`src/rtl/mem_port_arbiter.sv`:
```
// Two-requester round-robin front end that sequences the byte-wide SRAM/PSRAM
// controller register port: load address/data, command, poll status, fetch read data.
module mem_port_arbiter #(
  parameter int unsigned POLL_TIMEOUT = 1024
) (
  input  logic        i_clk,
  input  logic        i_reset,
  input  logic        i_req0,
  input  logic        i_we0,
  input  logic [22:0] i_addr0,
  input  logic [15:0] i_wdata0,
  output logic        o_ack0,
  input  logic        i_req1,
  input  logic        i_we1,
  input  logic [22:0] i_addr1,
  input  logic [15:0] i_wdata1,
  output logic        o_ack1,
  output logic [15:0] o_rdata,
  output logic        o_err,
  output logic        o_busy,
  output logic        o_mi_cs,
  output logic        o_mi_write,
  output logic        o_mi_read,
  output logic [3:0]  o_mi_address,
  output logic [7:0]  o_mi_data_in,
  input  logic [7:0]  i_mi_data_out
);

  localparam int unsigned AW = 23;
  localparam int unsigned DW = 16;
  localparam int unsigned CW = 16;
  localparam logic [CW-1:0] TO_LAST   = CW'(POLL_TIMEOUT - 1);
  localparam logic [3:0]    REG_RDLO  = 4'd6;
  localparam logic [3:0]    REG_RDHI  = 4'd7;
  localparam logic [3:0]    REG_START_RD = 4'd8;
  localparam logic [3:0]    REG_START_WR = 4'd9;
  localparam logic [3:0]    REG_STAT  = 4'd10;

  typedef enum logic [3:0] {
    S_IDLE, S_PRECHK, S_LOAD, S_CMD, S_GAP, S_POLL, S_RDLO, S_RDHI, S_DONE
  } state_t;

  state_t        r_state, w_state_nxt;
  logic [2:0]    r_k, w_k_nxt;
  logic [CW-1:0] r_cnt, w_cnt_nxt;
  logic          r_grant, w_grant_nxt;
  logic          r_we, w_we_nxt;
  logic [AW-1:0] r_addr, w_addr_nxt;
  logic [DW-1:0] r_wdata, w_wdata_nxt;
  logic [7:0]    r_rlo, w_rlo_nxt;
  logic [DW-1:0] r_rdata, w_rdata_nxt;
  logic          r_ack0, w_ack0_nxt;
  logic          r_ack1, w_ack1_nxt;
  logic          r_err, w_err_nxt;
  logic          r_busy, w_busy_nxt;
  logic          r_cs, w_cs_nxt;
  logic          r_wr, w_wr_nxt;
  logic          r_rd, w_rd_nxt;
  logic [3:0]    r_maddr, w_maddr_nxt;
  logic [7:0]    r_din, w_din_nxt;
  logic          w_win;

  // Contention goes to the requester that did not win last time.
  assign w_win = (i_req0 && i_req1) ? ~r_grant : i_req1;

  always_comb begin
    w_state_nxt = r_state;
    w_k_nxt     = r_k;
    w_cnt_nxt   = r_cnt;
    w_grant_nxt = r_grant;
    w_we_nxt    = r_we;
    w_addr_nxt  = r_addr;
    w_wdata_nxt = r_wdata;
    w_rlo_nxt   = r_rlo;
    w_rdata_nxt = r_rdata;
    w_err_nxt   = 1'b0;
    w_ack0_nxt  = 1'b0;
    w_ack1_nxt  = 1'b0;
    w_cs_nxt    = 1'b0;
    w_wr_nxt    = 1'b0;
    w_rd_nxt    = 1'b0;
    w_maddr_nxt = 4'd0;
    w_din_nxt   = 8'd0;

    unique case (r_state)
      S_IDLE: begin
        if (i_req0 || i_req1) begin
          w_grant_nxt = w_win;
          w_we_nxt    = w_win ? i_we1 : i_we0;
          w_addr_nxt  = w_win ? i_addr1 : i_addr0;
          w_wdata_nxt = w_win ? i_wdata1 : i_wdata0;
          w_state_nxt = S_PRECHK;
        end
      end
      S_PRECHK: begin
        if (i_mi_data_out[0]) begin
          w_state_nxt = S_LOAD;
          w_k_nxt     = 3'd0;
        end
      end
      S_LOAD: begin
        if (r_k == (r_we ? 3'd4 : 3'd2)) w_state_nxt = S_CMD;
        else                             w_k_nxt = r_k + 3'd1;
      end
      S_CMD: w_state_nxt = S_GAP;
      S_GAP: begin
        w_state_nxt = S_POLL;
        w_cnt_nxt   = '0;
      end
      S_POLL: begin
        if (i_mi_data_out[0]) begin
          w_state_nxt = r_we ? S_DONE : S_RDLO;
        end else if (r_cnt == TO_LAST) begin
          w_state_nxt = S_DONE;
          w_err_nxt   = 1'b1;
        end else begin
          w_cnt_nxt = r_cnt + CW'(1);
        end
      end
      S_RDLO: begin
        w_rlo_nxt   = i_mi_data_out;
        w_state_nxt = S_RDHI;
      end
      // rdata changes only together with the ack so it stays stable between acks.
      S_RDHI: begin
        w_rdata_nxt = {i_mi_data_out, r_rlo};
        w_state_nxt = S_DONE;
      end
      S_DONE:  w_state_nxt = S_IDLE;
      default: w_state_nxt = S_IDLE;
    endcase

    // Registered outputs are decoded from the state being entered.
    unique case (w_state_nxt)
      S_PRECHK, S_POLL: begin
        w_cs_nxt    = 1'b1;
        w_rd_nxt    = 1'b1;
        w_maddr_nxt = REG_STAT;
      end
      S_LOAD: begin
        w_cs_nxt    = 1'b1;
        w_wr_nxt    = 1'b1;
        w_maddr_nxt = 4'(w_k_nxt) + 4'd1;
        case (w_k_nxt)
          3'd0:    w_din_nxt = r_addr[7:0];
          3'd1:    w_din_nxt = r_addr[15:8];
          3'd2:    w_din_nxt = {1'b0, r_addr[22:16]};
          3'd3:    w_din_nxt = r_wdata[7:0];
          default: w_din_nxt = r_wdata[15:8];
        endcase
      end
      S_CMD: begin
        w_cs_nxt    = 1'b1;
        w_wr_nxt    = 1'b1;
        w_maddr_nxt = r_we ? REG_START_WR : REG_START_RD;
      end
      S_GAP: w_cs_nxt = 1'b1;
      S_RDLO: begin
        w_cs_nxt    = 1'b1;
        w_rd_nxt    = 1'b1;
        w_maddr_nxt = REG_RDLO;
      end
      S_RDHI: begin
        w_cs_nxt    = 1'b1;
        w_rd_nxt    = 1'b1;
        w_maddr_nxt = REG_RDHI;
      end
      S_DONE: begin
        w_ack0_nxt = ~w_grant_nxt;
        w_ack1_nxt = w_grant_nxt;
      end
      default: ;
    endcase

    w_busy_nxt = (w_state_nxt != S_IDLE);
  end

  always_ff @(posedge i_clk or negedge i_reset) begin
    if (!i_reset) begin
      r_state <= S_IDLE;
      r_k     <= 3'd0;
      r_cnt   <= '0;
      r_grant <= 1'b1;
      r_we    <= 1'b0;
      r_addr  <= '0;
      r_wdata <= '0;
      r_rlo   <= 8'd0;
      r_rdata <= '0;
      r_ack0  <= 1'b0;
      r_ack1  <= 1'b0;
      r_err   <= 1'b0;
      r_busy  <= 1'b0;
      r_cs    <= 1'b0;
      r_wr    <= 1'b0;
      r_rd    <= 1'b0;
      r_maddr <= 4'd0;
      r_din   <= 8'd0;
    end else begin
      r_state <= w_state_nxt;
      r_k     <= w_k_nxt;
      r_cnt   <= w_cnt_nxt;
      r_grant <= w_grant_nxt;
      r_we    <= w_we_nxt;
      r_addr  <= w_addr_nxt;
      r_wdata <= w_wdata_nxt;
      r_rlo   <= w_rlo_nxt;
      r_rdata <= w_rdata_nxt;
      r_ack0  <= w_ack0_nxt;
      r_ack1  <= w_ack1_nxt;
      r_err   <= w_err_nxt;
      r_busy  <= w_busy_nxt;
      r_cs    <= w_cs_nxt;
      r_wr    <= w_wr_nxt;
      r_rd    <= w_rd_nxt;
      r_maddr <= w_maddr_nxt;
      r_din   <= w_din_nxt;
    end
  end

  assign o_ack0       = r_ack0;
  assign o_ack1       = r_ack1;
  assign o_rdata      = r_rdata;
  assign o_err        = r_err;
  assign o_busy       = r_busy;
  assign o_mi_cs      = r_cs;
  assign o_mi_write   = r_wr;
  assign o_mi_read    = r_rd;
  assign o_mi_address = r_maddr;
  assign o_mi_data_in = r_din;

endmodule

```
`config.mk`:
```
export PLATFORM = sky130hd
export DESIGN_NAME = mem_port_arbiter
export DESIGN_NICKNAME = d
export VERILOG_FILES = /design/src/rtl/mem_port_arbiter.sv
export SDC_FILE = /design/constraint.sdc
export NUM_CORES = 1
export LEC_CHECK = 0
export ABC_AREA = 1
export ABC_CLOCK_PERIOD_IN_PS = 2810
export BUFFER_PORTS_ARGS = -buffer_cell sky130_fd_sc_hd__buf_2
export CAP_MARGIN = 40
export CORE_MARGIN = 5
export CORE_UTILIZATION = 40
export DETAILED_ROUTE_END_ITERATION = 6
export SLEW_MARGIN = 20
export SYNTH_ARGS = -nofsm -noshare
export SYNTH_HDL_FRONTEND = slang
export SYNTH_SLANG_ARGS = --single-unit
```
`constraint.sdc`:
```
create_clock -name i_clk -period 2.81 [get_ports i_clk]
set_input_delay 0.562 -clock i_clk [delete_from_list [all_inputs] [get_ports i_clk]]
set_output_delay 0.562 -clock i_clk [all_outputs]
set_load 0.005 [all_outputs]
```
==> flow_summary.json, run 1 <==
{
  "run_status": "finished, final reports clean",
  "grt_met3_usage": 0.04208,
  "worst-slew-pin-transition_ns": 0.6683,
  "synthesis.area_sq_mm": 0.005559,
  "synthDominantCellAreaShare": 0.4772,
  "cpLargestDelayFamily": "simple AND/OR/NAND/NOR gates",
  "post-route-min-period_ns": 2.286,
  "global_route.usage.met1": 0.2160,
  "global_route.usage.total": 0.1745,
  "final-setup-viol-count": 0,
  "hold_fix_buffers_cts": 0,
  "dr.first_iter.drc_count": 264,
  "min-delay-path-class": "input pin to async pin",
  "grt_first_pass_wirelength_mm": 23.09,
  "met2_usage": 0.2945,
  "maximum_number_of_pins_on_one_net_before_global_route_repair": 81,
  "yosys.area.top_type": "sky130_fd_sc_hd__dfrtp_1",
  "critical_path.reg2reg.endpoint": "o_mi_data_in[0]$_DFF_PN0_",
  "floorplan.initialDensity": 0.4036,
  "drv_cap": 0,
  "tritoncts": "built",
  "post-dp-hpwl_mm": 10.75,
  "yosysWarningCount": 0,
  "irDropWorstVdd_mv": 0.3993,
  "avgSynthCellArea_sq_um": 8.347,
  "critPathBufInv": 3,
  "synth.yosys.seq_area_share": 0.4819,
  "power_frac_comb": 0.416,
  "timing.clock.skew_ns": 0.008970,
  "synth_area_leaders": "sky130_fd_sc_hd__dfrtp_1 (48%), sky130_fd_sc_hd__nand2_1 (11%), sky130_fd_sc_hd__o31ai_1 (5.8%)",
  "placed_area_sq_mm": 0.006375,
  "leading_register_cell_type_out_of_synthesis": "sky130_fd_sc_hd__dfrtp_1",
  "fp.dieArea_sq_mm": 0.01636,
  "via_count_of_the_first_global_routing_pass": 4922,
  "unrepaired_setup_endpoints_after_global_routing": "no",
  "grt-busiest-layer": "met2",
  "design.portCount": 127,
  "critical_path.most_common_cell": "sky130_fd_sc_hd__nand2_1",
  "worstRegToRegCells": 13,
  "critical_path.startpoint_type": "register",
  "post_cts_setup_buffer_count": 0,
  "buffers_on_ports": 126,
  "wl_per_cell_um": 14.49,
  "timing.rr.start": "r_state[1]$_DFF_PN0_",
  "core.rowCount": 43,
  "timing.setup.tns_ns": 0,
  "antenna_violating_nets_post_route": 0,
  "async_reset_ff_frac": 1.000,
  "drive_gt1_frac": 0.2701,
  "nFillCells": 1401,
  "p_leak_nw": 3.320,
  "slowest_stage": "sky130_fd_sc_hd__dfrtp_1",
  "critPathKind": "register to register",
  "vertical_extent_of_the_die_um": 127.9,
  "timing_hold_violations_final": 0,
  "synth.top_cells.by_count": "sky130_fd_sc_hd__nand2_1 (169), sky130_fd_sc_hd__dfrtp_1 (106), sky130_fd_sc_hd__nor2_1 (70)",
  "worst-path-max-fanout": 9,
  "die-width_um": 127.9,
  "drt-total-wl_mm": 13.99,
  "clock_tree.root_cell": "sky130_fd_sc_hd__clkbuf_16",
  "yosys_register_bits": 107,
  "power_per_cell_area_mw_per_mm2": 999.0,
  "timing.fmax_mhz": 437.5,
  "synth.lib_cells_used.distinct": 40,
  "post_syn_instances": 666,
  "detail_route.vias_per_cell": 5.062,
  "insertedDiodeCount": 0,
  "clock_latency_ns": 0.36,
  "relSlewSlack": 0.5545,
  "layout.nets": 879,
  "crit_chain": "nand2_2 -> nor2_4 -> inv_2 -> nand2_1 -> o21ai_1 -> buf_4 -> ha_1 -> ha_1 -> inv_1 -> nand2_1 -> nor2_4 -> nand2_1 -> a21oi_2",
  "timing.critical_path.from": "r_state[1]$_DFF_PN0_",
  "design_area_sq_mm": 0.006693,
  "gp_routability_congestion": 0.8338,
  "cp-end-kind": "register",
  "postSynthNetCount": 765,
  "cp_slowest_stage_delay_ns": 0.53,
  "number_of_vias_in_the_routed_layout": 4885,
  "seq_power_share": 0.386,
  "synth-edff-count": 0,
  "layout-area-overhead-vs-synth_pct": 20.39,
  "power.clock.fraction": 0.198,
  "cts_max_path_buffers": 2,
  "rrSetupSlack_ns": 0.52,
  "slew_violations": 0,
  "critical_path_required_ns": 3.09,
  "firstDrtPassIters": 4,
  "cp.arrival_ns": 2.57,
  "finalCritPeriodShare": 0.8135,
  "grt_ovf": 0,
  "cts_num_sinks": 107,
  "post_cts_resized": 0,
  "power.internal_mw": 3.928,
  "placeableCoreArea_sq_mm": 0.01377,
  "switchingPower_mw": 2.758,
  "ctsHtreeMaxLevel": 3,
  "antenna_violations_before_repair": 0,
  "cts-buffers-inserted": 9,
  "sw_frac_of_total": 0.4125,
  "yosys.cell_count.top_type": "sky130_fd_sc_hd__nand2_1",
  "cts.reportedPaths.clkPinSlew_ns": 0.07,
  "drt_drc_violations_left": 0
}
[power by group through the flow]
stage	clock (mW)	sequential, mW	combinational, mW
after floorplan	0	2.48	2.01
after global placement	0	2.60	2.75
after detailed placement	0	2.61	2.81
after CTS	1.36	2.59	2.82
after global routing	1.41	2.66	3.14
final	1.32	2.58	2.78
[stage by stage]
step | power (mW) | setup slack [ns] | utilization | hold slack [ns] | instances
detailed placement | 5.424 | 0.3528 | 0.4628 | 0.4560 | 949
finish | 6.686 | 0.5241 | 0.4859 | 0.2315 | 965
floorplan | 4.498 | 0.5673 | - | 0.2664 | 666
CTS | 6.771 | 0.5072 | 0.4859 | 0.2592 | 965
global placement | 5.353 | 0.4452 | 0.4628 | 0.4501 | 949
global route | 7.206 | 0.2731 | 0.4859 | 0.3012 | 965
[state kept, by name, indices dropped and copies added, names as in the netlist, 3 cells and up]
signal,count
o_mi_address,4
o_mi_data_in,8
o_rdata,16
r_addr,23
r_cnt,16
r_k,3
r_rlo,8
r_state,4
r_wdata,16
[cell type report]
type / count / area [sq um] / share of cell area
flip-flops and latches: 107 / 2679 / 0.4003
clock inverters: 7 / 92.59 / 0.01383
inverters: 47 / 178.9 / 0.02673
clock buffers: 9 / 225.2 / 0.03365
well taps: 180 / 225.2 / 0.03365
multi-input cells: 476 / 2549 / 0.3808
repair buffers: 139 / 743.2 / 0.1110
[per-layer routing]
| metal | routed length (um) | part of all wire | up-vias |
|---|---|---|---|
| met4 | 295 | 0.021 | 0 |
| met3 | 633 | 0.045 | 19 |
| met5 | 0 | 0 | - |
| met2 | 7003 | 0.50 | 121 |
| met1 | 6053 | 0.43 | 2290 |
| li1 | - | - | 2455 |
[cells by family after synthesis]
logic type,share of synthesized area
buffers and inverters,0.06099
and+or+nand+nor,0.2800
muxes,0.001801
DFF,0.4819
adders and majority gates,0.01575
xor gates and xnor gates,0.01260
AOI/OAI and AO/OA,0.1470
[cells in the final DEF, fill, tap and decap left out, types with 3 or more instances in the layout]
| cell | instances |
|---|---|
| sky130_fd_sc_hd__a21oi_1 | 49 |
| sky130_fd_sc_hd__a21oi_2 | 8 |
| sky130_fd_sc_hd__buf_2 | 125 |
| sky130_fd_sc_hd__buf_4 | 13 |
| sky130_fd_sc_hd__clkbuf_16 | 9 |
| sky130_fd_sc_hd__dfrtp_1 | 106 |
| sky130_fd_sc_hd__ha_1 | 7 |
| sky130_fd_sc_hd__inv_1 | 33 |
| sky130_fd_sc_hd__inv_2 | 13 |
| sky130_fd_sc_hd__nand2_1 | 169 |
| sky130_fd_sc_hd__nand2_2 | 4 |
| sky130_fd_sc_hd__nand2_4 | 4 |
| sky130_fd_sc_hd__nand3_1 | 22 |
| sky130_fd_sc_hd__nand3_2 | 4 |
| sky130_fd_sc_hd__nand3_4 | 3 |
| sky130_fd_sc_hd__nand4_1 | 28 |
| sky130_fd_sc_hd__nor2_1 | 70 |
| sky130_fd_sc_hd__nor2_2 | 4 |
| sky130_fd_sc_hd__nor2_4 | 7 |
| sky130_fd_sc_hd__nor3_1 | 7 |
| sky130_fd_sc_hd__nor4_1 | 4 |
| sky130_fd_sc_hd__o21ai_0 | 19 |
| sky130_fd_sc_hd__o31ai_1 | 43 |
| sky130_fd_sc_hd__xor2_1 | 6 |
[worst max-delay path by stage]
stage                                           end  slack, ns  cells after the start
after floorplan           o_mi_data_in[7]$_DFF_PN0_       0.57                     14
after global placement    o_mi_data_in[7]$_DFF_PN0_       0.45                     14
after detailed placement  o_mi_data_in[3]$_DFF_PN0_       0.35                     13
after CTS                 o_mi_data_in[0]$_DFF_PN0_       0.51                     13
after global routing      o_mi_data_in[1]$_DFF_PN0_       0.27                     13
final                     o_mi_data_in[0]$_DFF_PN0_       0.52                     13
Power figures use the tool's default switching activity.
==> run 2, diff against run 1 <==
--- a/config.mk
+++ b/config.mk
@@ -6,7 +6,7 @@
 export NUM_CORES = 1
 export LEC_CHECK = 0
 export ABC_AREA = 1
-export ABC_CLOCK_PERIOD_IN_PS = 2810
+export ABC_CLOCK_PERIOD_IN_PS = 2050
 export BUFFER_PORTS_ARGS = -buffer_cell sky130_fd_sc_hd__buf_2
 export CAP_MARGIN = 40
 export CORE_MARGIN = 5
==> constraint.sdc (replaced) <==
create_clock -name i_clk -period 2.05 [get_ports i_clk]
set_input_delay 0.41 -clock i_clk [delete_from_list [all_inputs] [get_ports i_clk]]
set_output_delay 0.41 -clock i_clk [all_outputs]
set_load 0.005 [all_outputs]
==> flow_summary.json, run 2 (same netlist as run 1, synthesis figures left out) <==
{
  "antenna_violating_nets_post_route": 0,
  "tritoncts": "built",
  "worst-path-max-fanout": 7,
  "cts-buffers-inserted": 9,
  "timing.clock.skew_ns": 0.009203,
  "critPathBufInv": 4,
  "final_common_cell": "sky130_fd_sc_hd__nand2_1",
  "placeableCoreArea_sq_mm": 0.01377,
  "final_cell_count_no_fill": 992,
  "fp.dieArea_sq_mm": 0.01636,
  "cpLargestDelayFamily": "simple AND/OR/NAND/NOR gates",
  "die-width_um": 127.9,
  "hold_fix_buffers_cts": 0,
  "slew_violations": 0,
  "antenna_violations_before_repair": 0,
  "clock_latency_ns": 0.36,
  "min-delay-path-class": "input pin to async pin",
  "p_leak_nw": 3.474,
  "drt-total-wl_mm": 14.33,
  "global_route.usage.total": 0.1835,
  "design.portCount": 127,
  "critical_path_required_ns": 2.34,
  "post-route-util": 0.5099,
  "cp_slowest_stage_delay_ns": 0.40,
  "grt_first_pass_wirelength_mm": 24.28,
  "cp.arrival_ns": 2.24,
  "number_of_vias_in_the_routed_layout": 5026,
  "relSlewSlack": 0.6940,
  "worst-slew-pin-transition_ns": 0.4590,
  "grt_ovf": 0,
  "insertedDiodeCount": 0,
  "detail_route.vias_per_cell": 5.067,
  "vertical_extent_of_the_die_um": 127.9,
  "cts_max_path_buffers": 2,
  "drv_cap": 0,
  "final-setup-viol-count": 0,
  "post-route-min-period_ns": 1.959,
  "power_per_cell_area_mw_per_mm2": 1390,
  "gp_routability_congestion": 0.9363,
  "cts.reportedPaths.clkPinSlew_ns": 0.07,
  "buffers_on_ports": 126,
  "irDropWorstVdd_mv": 0.5818,
  "clock_tree.root_cell": "sky130_fd_sc_hd__clkbuf_16",
  "firstDrtPassIters": 5,
  "whs_ns": -0.005948,
  "failing_checks": "negative hold slack",
  "crit_chain": "inv_2 -> nor2_4 -> nand2_1 -> inv_2 -> nand2_2 -> nand2_2 -> o21ai_4 -> buf_4 -> ha_1 -> buf_4 -> nand4_1 -> nand2_1 -> nor2_1 -> a21oi_2",
  "timing.fmax_mhz": 510.4,
  "maximum_number_of_pins_on_one_net_before_global_route_repair": 81,
  "largest-register": "r_addr",
  "nFillCells": 1373,
  "largest_register_ff_count": 23,
  "timing_hold_violations_final": 3,
  "layout.nets": 906,
  "drt_drc_violations_left": 0,
  "wl_per_cell_um": 14.45,
  "cp-end-kind": "register",
  "placement.setup.worst_slack_ns": -0.05612,
  "critical_path.startpoint_type": "register",
  "top_library_cells_by_usage_in_the_layout_fill_and_taps_aside": "sky130_fd_sc_hd__nand2_1 (163), sky130_fd_sc_hd__buf_2 (125), sky130_fd_sc_hd__dfrtp_1 (104)",
  "dr.first_iter.drc_count": 295,
  "floorplan.initialDensity": 0.4036,
  "layout-area-overhead-vs-synth_pct": 26.33,
  "unrepaired_setup_endpoints_after_global_routing": "yes",
  "drive_gt1_frac": 0.3227,
  "post-dp-hpwl_mm": 11.07,
  "timing.final.ws_setup_ns": 0.09086,
  "core.rowCount": 43,
  "run_status": "finished with violations",
  "ctsHtreeMaxLevel": 3,
  "finalCritPeriodShare": 0.9557,
  "slowest_stage": "sky130_fd_sc_hd__dfrtp_1",
  "cts_num_sinks": 107,
  "placed_instances": 970,
  "via_count_of_the_first_global_routing_pass": 5095,
  "critPathKind": "register to register"
}
-- run 2: cell types whose count changed in the layout (fill, tap and decap cells not counted), moves of 3 or more --
cell and delta:
sky130_fd_sc_hd__nor2_1 -5, sky130_fd_sc_hd__ha_2 +3, sky130_fd_sc_hd__buf_12 +4, sky130_fd_sc_hd__nand3_1 -4, sky130_fd_sc_hd__buf_4 +22, sky130_fd_sc_hd__nand2_2 +6, sky130_fd_sc_hd__nand2_1 -6, sky130_fd_sc_hd__nand3_2 +4
sky130_fd_sc_hd__ha_1 -3, sky130_fd_sc_hd__nor2_2 +5
-- run 2: stage by stage --
| step | instance area, sq um | total power, mW | TNS (ns) |
|---|---|---|---|
| 2_1_floorplan | 5583 | 6.212 | 0 |
| 3_3_place_gp | 6594 | 7.627 | 0 |
| 3_5_place_dp | 6594 | 7.743 | -0.3427 |
| 4_1_cts | 6923 | 9.684 | -0.005378 |
| 5_1_grt | 7023 | 10.57 | -0.1663 |
| 6_report | 7023 | 9.761 | 0 |
-- run 2: timing repair --
action | 4_1_cts | 5_1_grt
cloned | 1 | 0
buffers inserted | 0 | 5
pin swaps | 1 | 10
gates resized for setup | 0 | 21
endpoints found under the hold margin | 0 | 0
setup endpoints to repair | 8 | 12
-- run 2: report_power, final --
group | switching, mW | total [mW] | leakage (nW) | internal, mW
Clock | 0.794 | 1.87 | 0.152 | 1.08
Combinational | 2.61 | 4.39 | 1.97 | 1.78
Sequential | 0.515 | 3.50 | 1.35 | 2.98
Total | 3.92 | 9.76 | 3.47 | 5.84
-- run 2: path summary, 6_finish.rpt --
path,from,to,slack [ns],depth (start not counted)
worst max register to register,r_state[0]$_DFF_PN0_,o_mi_data_in[1]$_DFF_PN0_,0.09,14
min in group i_clk,i_mi_data_out[7],o_rdata[15]$_DFFE_PN0N_,0.27,3
worst min register to register,o_rdata[15]$_DFFE_PN0N_,o_rdata[15]$_DFFE_PN0N_,0.47,2
max in group asynchronous,i_reset,r_grant$_DFF_PN1_,1.44,2
worst max-delay path,r_state[0]$_DFF_PN0_,o_mi_data_in[1]$_DFF_PN0_,0.09,14
worst min-delay path,i_reset,r_rlo[4]$_DFFE_PN0N_,-0.006,1
-- run 2: final cells by class --
cell class	count	area, sq um	share of cell area
Clock buffer	9	225.2	0.03207
Clock inverter	7	97.59	0.01390
Inverter	47	178.9	0.02548
Multi-Input combinational cell	477	2626	0.3740
Sequential cell	107	2681	0.3818
Tap cell	180	225.2	0.03207
Timing Repair Buffer	165	988.4	0.1407
-- run 2: worst reg2reg max path, delay by kind of cell, from the launching register on --
family | cells | cell delay (ns)
DFF | 1 | 0.40
and+or+nand+nor | 7 | 0.59
AOI/OAI and AO/OA | 2 | 0.30
adders and majority gates | 1 | 0.17
buffers and inverters | 4 | 0.44
-- run 2: metal layers --
layer | part of all wire | GRT usage | wire (um)
met4 | 0.019 | 0.05556 | 278
met1 | 0.44 | 0.2289 | 6241
met3 | 0.041 | 0.04167 | 581
met5 | 0 | 0 | 0
met2 | 0.50 | 0.3173 | 7232
